==> src/rtl/cdb_tag_return.sv <==
// cdb_tag_return: collects completed tag/result pairs from NUM_FU functional
// units into one holding slot each and broadcasts them round-robin onto the
// common data bus. The registered broadcast doubles as the free-tag FIFO
// write port; tf_full stalls all broadcasts.
// Optional build macro CDB_STALL_CNT_EN adds a saturating stall_cnt output
// counting edges where results are pending but the tag FIFO is full.
module cdb_tag_return #(
  parameter int NUM_FU     = 4,
  parameter int TAG_WIDTH  = 6,
  parameter int DATA_WIDTH = 32,
  localparam int FU_W      = (NUM_FU > 1) ? $clog2(NUM_FU) : 1
) (
  input  logic                         clk,
  input  logic                         reset,
  input  logic                         flush,
  input  logic [NUM_FU-1:0]            fu_valid,
  input  logic [NUM_FU*TAG_WIDTH-1:0]  fu_tag,
  input  logic [NUM_FU*DATA_WIDTH-1:0] fu_data,
  output logic [NUM_FU-1:0]            fu_ready,
  input  logic                         tf_full,
  output logic                         cdb_valid,
  output logic [TAG_WIDTH-1:0]         cdb_tag,
  output logic [DATA_WIDTH-1:0]        cdb_data,
  output logic [FU_W-1:0]              cdb_fu
`ifdef CDB_STALL_CNT_EN
  ,
  output logic [15:0]                  stall_cnt
`endif
);

  logic [NUM_FU-1:0]     occ;
  logic [TAG_WIDTH-1:0]  tag_q  [NUM_FU];
  logic [DATA_WIDTH-1:0] data_q [NUM_FU];
  logic [FU_W-1:0]       rr_ptr;

  logic                  found;
  logic [FU_W-1:0]       grant_idx;
  logic                  grant;

  // Ready is pure registered state so FUs never see a combinational path from grant.
  assign fu_ready = ~occ;

  // Round-robin search: first occupied slot at or above rr_ptr, wrapping to 0.
  always_comb begin
    int idx;
    found     = 1'b0;
    grant_idx = '0;
    idx       = 0;
    for (int k = 0; k < NUM_FU; k++) begin
      idx = int'(rr_ptr) + k;
      if (idx >= NUM_FU) idx = idx - NUM_FU;
      if (!found && occ[idx]) begin
        found     = 1'b1;
        grant_idx = FU_W'(idx);
      end
    end
  end

  // A full tag FIFO blocks every broadcast.
  assign grant = found & ~tf_full;

  // Holding slots: load when empty, free when granted; flush drops everything.
  always_ff @(posedge clk or negedge reset) begin
    if (!reset) begin
      occ <= '0;
      for (int i = 0; i < NUM_FU; i++) begin
        tag_q[i]  <= '0;
        data_q[i] <= '0;
      end
    end else if (flush) begin
      occ <= '0;
    end else begin
      for (int i = 0; i < NUM_FU; i++) begin
        if (grant && (grant_idx == FU_W'(i))) begin
          occ[i] <= 1'b0;
        end else if (fu_valid[i] && !occ[i]) begin
          occ[i]    <= 1'b1;
          tag_q[i]  <= fu_tag[i*TAG_WIDTH +: TAG_WIDTH];
          data_q[i] <= fu_data[i*DATA_WIDTH +: DATA_WIDTH];
        end
      end
    end
  end

  // Broadcast register and round-robin pointer; payload holds when idle.
  always_ff @(posedge clk or negedge reset) begin
    if (!reset) begin
      cdb_valid <= 1'b0;
      cdb_tag   <= '0;
      cdb_data  <= '0;
      cdb_fu    <= '0;
      rr_ptr    <= '0;
    end else if (flush) begin
      cdb_valid <= 1'b0;
      rr_ptr    <= '0;
    end else if (grant) begin
      cdb_valid <= 1'b1;
      cdb_tag   <= tag_q[grant_idx];
      cdb_data  <= data_q[grant_idx];
      cdb_fu    <= grant_idx;
      rr_ptr    <= (grant_idx == FU_W'(NUM_FU - 1)) ? '0 : grant_idx + 1'b1;
    end else begin
      cdb_valid <= 1'b0;
    end
  end

`ifdef CDB_STALL_CNT_EN
  // Saturating count of edges where results wait behind a full tag FIFO.
  always_ff @(posedge clk or negedge reset) begin
    if (!reset) begin
      stall_cnt <= '0;
    end else if (flush) begin
      stall_cnt <= '0;
    end else if ((|occ) && tf_full && (stall_cnt != 16'hFFFF)) begin
      stall_cnt <= stall_cnt + 16'd1;
    end
  end
`endif

endmodule

==> config.mk <==
export PLATFORM = sky130hd
export DESIGN_NAME = cdb_tag_return
export DESIGN_NICKNAME = d
export VERILOG_FILES = /design/src/rtl/cdb_tag_return.sv
export SDC_FILE = /design/constraint.sdc
export NUM_CORES = 1
export LEC_CHECK = 0
export BUFFER_PORTS_ARGS = -buffer_cell sky130_fd_sc_hd__buf_2
export CAP_MARGIN = 20
export CORE_AREA = 3 3 143 145
export CTS_BUF_LIST = sky130_fd_sc_hd__clkbuf_4
export DETAILED_ROUTE_END_ITERATION = 16
export DIE_AREA = 0 0 146 148
export PLACE_DENSITY = 0.69
export SYNTH_ARGS = -nofsm -noshare
export SYNTH_HDL_FRONTEND = slang
export SYNTH_SLANG_ARGS = --single-unit
==> constraint.sdc <==
create_clock -name clk -period 2.8 [get_ports clk]
set_input_delay 0.14 -clock clk [delete_from_list [all_inputs] [get_ports clk]]
set_output_delay 0.14 -clock clk [all_outputs]
set_load 0.005 [all_outputs]
==> impl_metrics.csv, run 1 <==
group,metric,value,unit
cts,cts_tree,"done",
sta,slew_violations,0,
global_routing,grt_start_max_net_pins,104,
drt,post-route-drc-count,0,
drt,wl,23610,µm
logic_synthesis,ys_async_sr_fraction,100.0,%
logic_synthesis,synth_edf_count,0,
floorplanning,ioPinCount,205,
drt,routed_via_density,5.220,
logic_synthesis,netlist.area_leader.share,57.66,%
global_routing,track_usage,22.10,%
logic_synthesis,synth-seq-cells,199,
setup_path,critPathBufInv,2,
drt,first_iter_violations,358,
cells_and_area,finalNetCount,1156,
setup_path,crit_slowest_cell,"buf_4",
sta,fin_setup_tns,0,ps
setup_path,path_cells,"nor2b_1, a211o_1, o221ai_4, buf_4, a311oi_1, dlygate4sd3_1",
logic_synthesis,yosys-top-cells-area,"dfrtp_1 58%, mux2_2 17%, mux2i_1 4.4%",
sta,max_clock_freq,0.3871,GHz
run,cap_violations,0,
setup_path,crit_family,"buffers and inverters",
setup_path,cp.arrival,3030,ps
sta,setup_violations,0,
setup_path,rr_startpoint,"rr_ptr[0]",
sta,min_period_over_period,92.25,%
setup_path,required,3250,ps
logic_synthesis,yosysWarnings,0,
cts,post-cts-setup-buffers,0,
cells_and_area,n_fill_cell,1473,
cts,cts_root_buf,"clkbuf_4",
setup_path,timing.reg2reg.setup_slack,220,ps
drt,ant_nets,0,
cells_and_area,drive_gt1_share,41.55,%
power,power_density,640.3,nW/µm²
cts,clock_sinks,199,
global_routing,grt_overflow,0,
setup_path,r2r_cells,6,
floorplanning,initial_core_util,44.66,%
sta,rsz0062_at_grt,"no",
floorplanning,dieHeight,148,µm
floorplanning,core-area,19330,µm²
sta,fin_worst_skew,26.05,ps
setup_path,critPathLaunchType,"flop",
sta,tightest_slew,764.5,ps
outcome,status,"completed",
sta,holdWs,173.6,ps
cts,ctsResizeCount,0,
logic_synthesis,synth_cell_type_count,36,
cells_and_area,area_growth,37.41,%
power,p_leak,5.320,nW
setup_path,cp_max_fo,40,
cts,clockBufferDepth,2,
cts,h-tree-depth,4,
placed_design,port_buffers,204,
cells_and_area,utilization,61.37,%
logic_synthesis,syn_inst,635,
sta,fin_crit,2583,ps
global_routing,antenna_found_initial,0,
sta,hold_viol,0,
min_path,min_path_type,"in -> async",
setup_path,cp-end-kind,"flop",
power,ir_drop,0.0003865,V
global_routing,grt_pass1_vias,7052,
logic_synthesis,syn_nets,796,
setup_path,reg2reg_to,"occ[0]",
floorplanning,die_w,146,µm
cells_and_area,n_antenna_cell,0,
setup_path,path_class,"reg -> reg",
logic_synthesis,synthFlopType,"dfrtp_1",
cts,clkTransAtPathRegs,160,ps
floorplanning,dieArea,21610,µm²
placed_design,place.gp.congestion,0.7652,
logic_synthesis,yosysSeqAreaShare,57.66,%
global_routing,grt_pass1_wl,38010,µm
logic_synthesis,syn_area,8636,µm²
setup_path,startpoint,"rr_ptr[0]",
drt,dr_total_vias,6634,
floorplanning,fp-row-count,51,
setup_path,slowest_delay,650,ps
placed_design,post-dp-hpwl,14240,µm
logic_synthesis,avgSynthCellArea,13.60,µm²
cts,numCtsBuffers,17,
drt,drt_pass1_iterations,4,
drt,wl_per_cell,18.57,µm
sta,slew_headroom,49.04,%
logic_synthesis,yosys.area.top_type,"dfrtp_1",
cts,holdBufCountCts,164,
cts,clk_latency,560,ps
## kinds of logic after synthesis
group	share of synthesized area, %
mux	25.09
simple gates	3.101
flops	57.66
buf+inv	3.492
fa+ha+maj	0.1449
compound gates	10.50
## worst min-delay path: stages
cell,delay (ps)
dlygate4sd3_1,540
clkbuf_8,150
buf_12,360
## registers in the layout, indices dropped and copies added (netlist names)
name / count
cdb_data: 32
cdb_fu: 2
cdb_tag: 6
cdb_valid: 1
data_q: 128
occ: 4
rr_ptr: 2
tag_q: 24
## layout by cell type (no fill, tap or decap), types with 3 or more instances in the layout
cell and n:
buf_2 203, dlygate4sd3_1 164, mux2i_1 38, o22ai_1 38, clkbuf_4 17, inv_1 6
a21oi_1 4, clkinv_2 4, a221oi_1 38, mux2_2 132, buf_12 3, nor2_1 45
inv_6 3, o21ai_0 37, a211oi_1 4, nor3b_2 3, dfrtp_1 199, mux2_4 20
buf_4 18, o21ai_1 4
## per-layer routing
metal | routed length, µm | track usage (%) | up-vias | share of wire (%)
met5 | 0 | 0 | - | 0
met4 | 259 | 4.939 | 0 | 1.1
met3 | 1322 | 5.794 | 19 | 5.6
met2 | 11860 | 37.94 | 204 | 50
met1 | 10160 | 28.42 | 3331 | 43
li1 | - | - | 3080 | -
## through the flow
stage | setup WS, ps | area [µm²] | total power, W | instances
floorplan | 343.4 | 8636 | 0.005214 | 635
global placement | 483.9 | 9967 | 0.005906 | 1077
detailed placement | 427.3 | 9967 | 0.005976 | 1077
CTS | 225.8 | 11870 | 0.007657 | 1271
global route | 111.5 | 11870 | 0.008060 | 1271
finish | 216.9 | 11870 | 0.007598 | 1271
## power by group
group / leakage [nW] / internal (W) / total [W] / switching (W)
Sequential: 2.30 / 0.00357 / 0.00401 / 0.000440
Clock: 0.143 / 0.000519 / 0.00149 / 0.000967
Combinational: 2.88 / 0.00121 / 0.00210 / 0.000891
Total: 5.32 / 0.00530 / 0.00760 / 0.00230
## how the worst max path moves through the flow
stage | endpoint | slack (ps) | depth (start not counted)
global route | occ[0] | 110 | 6
CTS | occ[0] | 230 | 6
finish | occ[0] | 220 | 6
floorplan | data_q[82] | 340 | 11
global placement | data_q[70] | 480 | 9
detailed placement | data_q[71] | 430 | 9
## synthesized netlist by cell type, types with 5 or more instances
| cell | count |
|---|---|
| buf_2 | 21 |
| clkbuf_1 | 17 |
| mux2i_1 | 38 |
| dfrtp_1 | 199 |
| mux2_2 | 132 |
| nor2_1 | 45 |
| a221oi_1 | 38 |
| buf_4 | 5 |
| mux2_4 | 20 |
| a21oi_1 | 5 |
| o21ai_0 | 37 |
| o22ai_1 | 38 |
| inv_1 | 6 |
## final cells by class
| class | count | area [µm²] | share of cell area (%) |
|---|---|---|---|
| Tap cell | 265 | 331.6 | 2.794 |
| Clock inverter | 13 | 130.1 | 1.097 |
| Timing Repair Buffer | 389 | 2867 | 24.16 |
| Clock buffer | 17 | 127.6 | 1.075 |
| Multi-Input combinational cell | 381 | 3405 | 28.69 |
| Inverter | 7 | 26.28 | 0.2214 |
| Sequential cell | 199 | 4980 | 41.97 |
Power figures use the tool's default switching activity.
==> run 2: changes to the inputs <==
--- a/config.mk
+++ b/config.mk
@@ -11,6 +11,7 @@
 export CTS_BUF_LIST = sky130_fd_sc_hd__clkbuf_4
 export DETAILED_ROUTE_END_ITERATION = 16
 export DIE_AREA = 0 0 146 148
+export MAX_ROUTING_LAYER = met4
 export PLACE_DENSITY = 0.69
 export SYNTH_ARGS = -nofsm -noshare
 export SYNTH_HDL_FRONTEND = slang
==> run 2 against run 1 <==
Compared with the run above:
- register-to-register slack hardly changed
- wire length is 0.28% higher
- maximum frequency is essentially flat
- core utilization did not move
- setup slack improved by 0.71 ps
- clock power barely moved
- cell area stayed put
==> impl_metrics.csv, run 2 (synthesis results as in run 1) <==
group,metric,value,unit
floorplanning,fp-row-count,51,
setup_path,slowest_delay,650,ps
setup_path,path_class,"reg -> reg",
floorplanning,dieHeight,148,µm
cells_and_area,area_growth,37.41,%
cts,clock_sinks,199,
global_routing,grt_pass1_vias,7056,
sta,max_clock_freq,0.3872,GHz
power,ir_drop,0.0003863,V
cts,numCtsBuffers,17,
drt,drt_pass1_iterations,4,
placed_design,port_buffers,204,
cells_and_area,finalNetCount,1156,
cells_and_area,multiInputGateArea,3405,µm²
global_routing,antenna_found_initial,0,
floorplanning,ioPinCount,205,
setup_path,required,3250,ps
cells_and_area,final_common_cell,"buf_2",
cells_and_area,regMostFlops,"data_q",
placed_design,place.gp.congestion,0.7754,
sta,slew_violations,0,
floorplanning,die_w,146,µm
cts,cts_tree,"done",
cells_and_area,n_fill_cell,1473,
drt,wl_per_cell,18.63,µm
cells_and_area,largest_reg_flops,128,
setup_path,critPathLaunchType,"flop",
sta,fin_crit,2582,ps
setup_path,crit_slowest_cell,"buf_4",
cells_and_area,drive_gt1_share,41.55,%
power,p_leak,5.320,nW
cells_and_area,top_regs,"data_q x128, cdb_data x32, tag_q x24",
cells_and_area,regArea,4980,µm²
cts,ctsResizeCount,0,
sta,fin_worst_skew,26.06,ps
drt,first_iter_violations,398,
drt,dr_total_vias,6638,
sta,holdWs,181.6,ps
power,power_density,640.3,nW/µm²
placed_design,post-dp-hpwl,14240,µm
drt,post-route-drc-count,0,
sta,tightest_slew,762.1,ps
floorplanning,core-area,19330,µm²
setup_path,cp-end-kind,"flop",
cts,clk_latency,560,ps
sta,rsz0062_at_grt,"no",
setup_path,cp.arrival,3030,ps
floorplanning,initial_core_util,44.66,%
sta,setup_violations,0,
sta,slew_headroom,49.20,%
drt,wl,23670,µm
cells_and_area,final_cell_mix,"203 x buf_2, 199 x dfrtp_1, 164 x dlygate4sd3_1",
cts,clkTransAtPathRegs,150,ps
floorplanning,dieArea,21610,µm²
global_routing,track_usage,22.79,%
sta,hold_viol,0,
setup_path,path_cells,"nor2b_1, a211o_1, o221ai_4, buf_4, a311oi_1, dlygate4sd3_1",
global_routing,grt_overflow,0,
global_routing,grt_start_max_net_pins,104,
outcome,status,"completed",
cts,cts_root_buf,"clkbuf_4",
drt,routed_via_density,5.223,
global_routing,grt_pass1_wl,37980,µm
cts,h-tree-depth,4,
cells_and_area,n_antenna_cell,0,
run,cap_violations,0,
min_path,min_path_type,"in -> async",
cts,clockBufferDepth,2,
sta,fin_setup_tns,0,ps
setup_path,cp_max_fo,40,
drt,ant_nets,0,
sta,min_period_over_period,92.23,%
-- run 2: cell counts in the layout (fill, tap and decap cells not counted) --
No cell type changed its count.
-- run 2: layout make-up --
| cell class | count | share of cell area, % |
|---|---|---|
| tap | 265 | 2.794 |
| clock buffer | 17 | 1.075 |
| multi-input combinational | 381 | 28.69 |
| inverter | 7 | 0.2214 |
| timing repair buffer | 389 | 24.16 |
| sequential | 199 | 41.97 |
| clock inverter | 13 | 1.097 |
-- run 2: worst paths after layout --
| check | slack (ps) | cells past startpoint | startpoint | end |
|---|---|---|---|---|
| worst max-delay path | 220 | 6 | rr_ptr[0] | occ[0] |
| worst min-delay path | 180 | 3 | reset | cdb_tag[1] |
| worst max register to register | 220 | 6 | rr_ptr[0] | occ[0] |
| worst min register to register | 520 | 1 | tag_q[19] | tag_q[19] |
| max in group asynchronous | 2140 | 3 | reset | data_q[48] |
| min in group clk | 330 | 3 | fu_tag[17] | tag_q[11] |
-- run 2: what timing repair did --
item / 4_1_cts / 5_1_grt
endpoints found under the hold margin: 357 / 0
hold buffers: 164 / 0
buffers inserted: 0 / 0
-- run 2: worst max-delay path, delay by kind of cell (launching register included) --
family	cells	cell delay (ps)
DFF	1	480
AOI/OAI and AO/OA	3	570
buffers and inverters	2	1250
and+or+nand+nor	1	180
-- run 2: report_power, final --
part	switching, W	internal [W]	total (W)
logic	0.000895	0.00121	0.00210
registers	0.000440	0.00357	0.00401
clock network	0.000964	0.000519	0.00148
total	0.00230	0.00530	0.00760
-- run 2: stage by stage --
step | utilization, % | cells | setup slack [ps] | power, W | cell area, µm²
floorplan | - | 635 | 343.4 | 0.005214 | 8636
global placement | 51.55 | 1077 | 483.9 | 0.005906 | 9967
detailed placement | 51.55 | 1077 | 427.3 | 0.005976 | 9967
CTS | 61.37 | 1271 | 225.8 | 0.007657 | 11870
global route | 61.37 | 1271 | 111.5 | 0.008062 | 11870
finish | 61.37 | 1271 | 217.6 | 0.007599 | 11870
-- run 2: routing by layer --
layer	vias up	part of all wire [%]	track usage [%]
met5	-	0	-
met2	196	50	37.92
met3	17	4.9	5.181
li1	3079	-	-
met4	0	1.0	4.939
met1	3346	44	28.93
==> run 3: changes to the inputs <==
--- a/config.mk
+++ b/config.mk
@@ -7,12 +7,12 @@
 export LEC_CHECK = 0
 export BUFFER_PORTS_ARGS = -buffer_cell sky130_fd_sc_hd__buf_2
 export CAP_MARGIN = 20
-export CORE_AREA = 3 3 143 145
+export CORE_AREA = 3 3 162 164
 export CTS_BUF_LIST = sky130_fd_sc_hd__clkbuf_4
 export DETAILED_ROUTE_END_ITERATION = 16
-export DIE_AREA = 0 0 146 148
+export DIE_AREA = 0 0 165 167
 export MAX_ROUTING_LAYER = met4
-export PLACE_DENSITY = 0.69
+export PLACE_DENSITY = 0.65
 export SYNTH_ARGS = -nofsm -noshare
 export SYNTH_HDL_FRONTEND = slang
 export SYNTH_SLANG_ARGS = --single-unit
==> run 3 against run 2 <==
Compared with the run above:
- clock-buffer cell count is 1 higher
- global-route usage shrank 3.6 points
- wire length grew 7.1%
- sequential power barely moved
- core utilization down 13 points
- register-to-register slack worse by 70 ps
- setup slack lost 74 ps
- clock skew grew 12 ps
- die area is 28% higher
- final cell count increased by 5.4%
- clock power increased by 16%
- largest power group unchanged
==> impl_metrics.csv, run 3 (synthesis results as in run 1) <==
group,metric,value,unit
drt,drt_pass1_iterations,7,
drt,ant_nets,0,
setup_path,path_cells,"inv_1, o221ai_4, buf_4, a311oi_1, dlygate4sd3_1",
cts,clk_latency,590,ps
outcome,status,"completed",
global_routing,antenna_found_initial,1,
placed_design,place.gp.congestion,0.7825,
setup_path,cp_max_fo,40,
floorplanning,core-area,25040,µm²
cts,clock_sinks,199,
global_routing,grt_pass1_wl,39750,µm
power,p_leak,5.363,nW
setup_path,critPathLaunchType,"flop",
drt,routed_via_density,5.015,
power,p_sw,0.002419,W
cells_and_area,top_regs,"data_q x128, cdb_data x32, tag_q x24",
drt,post-route-drc-count,0,
cts,cts_root_buf,"clkbuf_4",
drt,wl_per_cell,18.93,µm
drt,wl,25350,µm
cts,clkTransAtPathRegs,180,ps
cts,cts_tree,"done",
cells_and_area,area_growth,39.58,%
setup_path,cp-end-kind,"flop",
global_routing,grt_start_max_net_pins,104,
setup_path,startpoint,"occ[2]",
power,p_comb_share,27.0,%
setup_path,cp.arrival,3110,ps
cells_and_area,largest_reg_flops,128,
global_routing,grt_overflow,0,
floorplanning,initial_core_util,34.49,%
power,ir_drop,0.0003390,V
sta,hold_viol,0,
run,cap_violations,0,
power,seqPwrFrac,51.0,%
sta,slew_violations,0,
sta,tightest_slew,858.6,ps
setup_path,slowest_delay,660,ps
drt,first_iter_violations,450,
cells_and_area,final_cell_mix,"203 x buf_2, 199 x dfrtp_1, 164 x dlygate4sd3_1",
cts,post-cts-setup-buffers,0,
setup_path,critPathBufInv,3,
power,power,0.007869,W
placed_design,post-place-ws,303.4,ps
sta,holdWs,178.1,ps
cells_and_area,final_common_cell,"buf_2",
cells_and_area,utilization,48.15,%
min_path,min_path_type,"in -> async",
floorplanning,ioPinCount,205,
cts,h-tree-depth,4,
cts,clockBufferDepth,2,
placed_design,post-dp-hpwl,15500,µm
global_routing,grt_pass1_vias,7267,
cts,ctsResizeCount,0,
cells_and_area,finalNetCount,1156,
drt,dr_total_vias,6715,
sta,min_period_over_period,94.87,%
setup_path,rr_startpoint,"occ[2]",
global_routing,track_usage,19.15,%
sta,setup_violations,0,
floorplanning,dieHeight,167,µm
power,clock_power_share,21.9,%
sta,fin_crit,2656,ps
setup_path,path_class,"reg -> reg",
cells_and_area,regMostFlops,"data_q",
power,swShare,30.75,%
sta,slew_headroom,42.76,%
sta,fin_worst_skew,37.86,ps
setup_path,crit_slowest_cell,"buf_4",
sta,fin_setup_tns,0,ps
cts,numCtsBuffers,17,
sta,fin_ws,143.6,ps
setup_path,crit_family,"buffers and inverters",
sta,max_clock_freq,0.3764,GHz
power,intPower,0.005450,W
floorplanning,dieArea,27560,µm²
floorplanning,fp-row-count,58,
sta,rsz0062_at_grt,"no",
placed_design,port_buffers,204,
setup_path,required,3250,ps
power,power_density,652.8,nW/µm²
floorplanning,die_w,165,µm
cells_and_area,drive_gt1_share,41.87,%
[run 3: through the flow]
step	area [µm²]	std cells
finish	12050	1339
global route	12050	1339
detailed placement	10090	1142
floorplan	8636	635
CTS	12050	1338
global placement	10090	1142
[run 3: worst register-to-register path: stages (launching register included)]
cell and delay (ps):
dfrtp_1 590, inv_1 200, o221ai_4 230, buf_4 660, a311oi_1 240, dlygate4sd3_1 600
[run 3: worst paths after layout]
check	depth (start not counted)	endpoint	slack, ps
hold reg to reg	1	data_q[74]	520
min in group clk	3	data_q[118]	310
max in group asynchronous	3	data_q[73]	1760
setup reg to reg	5	occ[0]	140
hold / removal	2	tag_q[7]	180
setup / recovery	5	occ[0]	140
[run 3: final cells by class]
| type | count | area, µm² |
|---|---|---|
| fillers | 2210 | 12980 |
| flip-flops and latches | 199 | 4980 |
| multi-input cells | 381 | 3405 |
| repair buffers | 389 | 2904 |
| well taps | 330 | 412.9 |
| clock inverters | 14 | 188.9 |
| clock buffers | 18 | 135.1 |
| inverters | 7 | 26.28 |
| diodes | 1 | 2.502 |
[run 3: per-layer routing]
layer	up-vias	GRT usage (%)	wire, µm
met2	233	30.45	12230
met3	32	3.731	1312
li1	3079	-	-
met5	-	-	0
met4	0	5.726	482
met1	3371	24.80	11320
[run 3: what timing repair did]
action,4_1_cts,5_1_grt
hold buffers,164,0
setup endpoints to repair,0,0
hold endpoints to repair,254,0
[run 3: power groups by stage]
stage | registers (W) | clock network, W | logic (W)
5_1_grt | 0.00411 | 0.00191 | 0.00234
6_report | 0.00402 | 0.00172 | 0.00213
3_3_place_gp | 0.00405 | 0 | 0.00189
4_1_cts | 0.00401 | 0.00181 | 0.00213
2_1_floorplan | 0.00397 | 0 | 0.00124
3_5_place_dp | 0.00407 | 0 | 0.00194
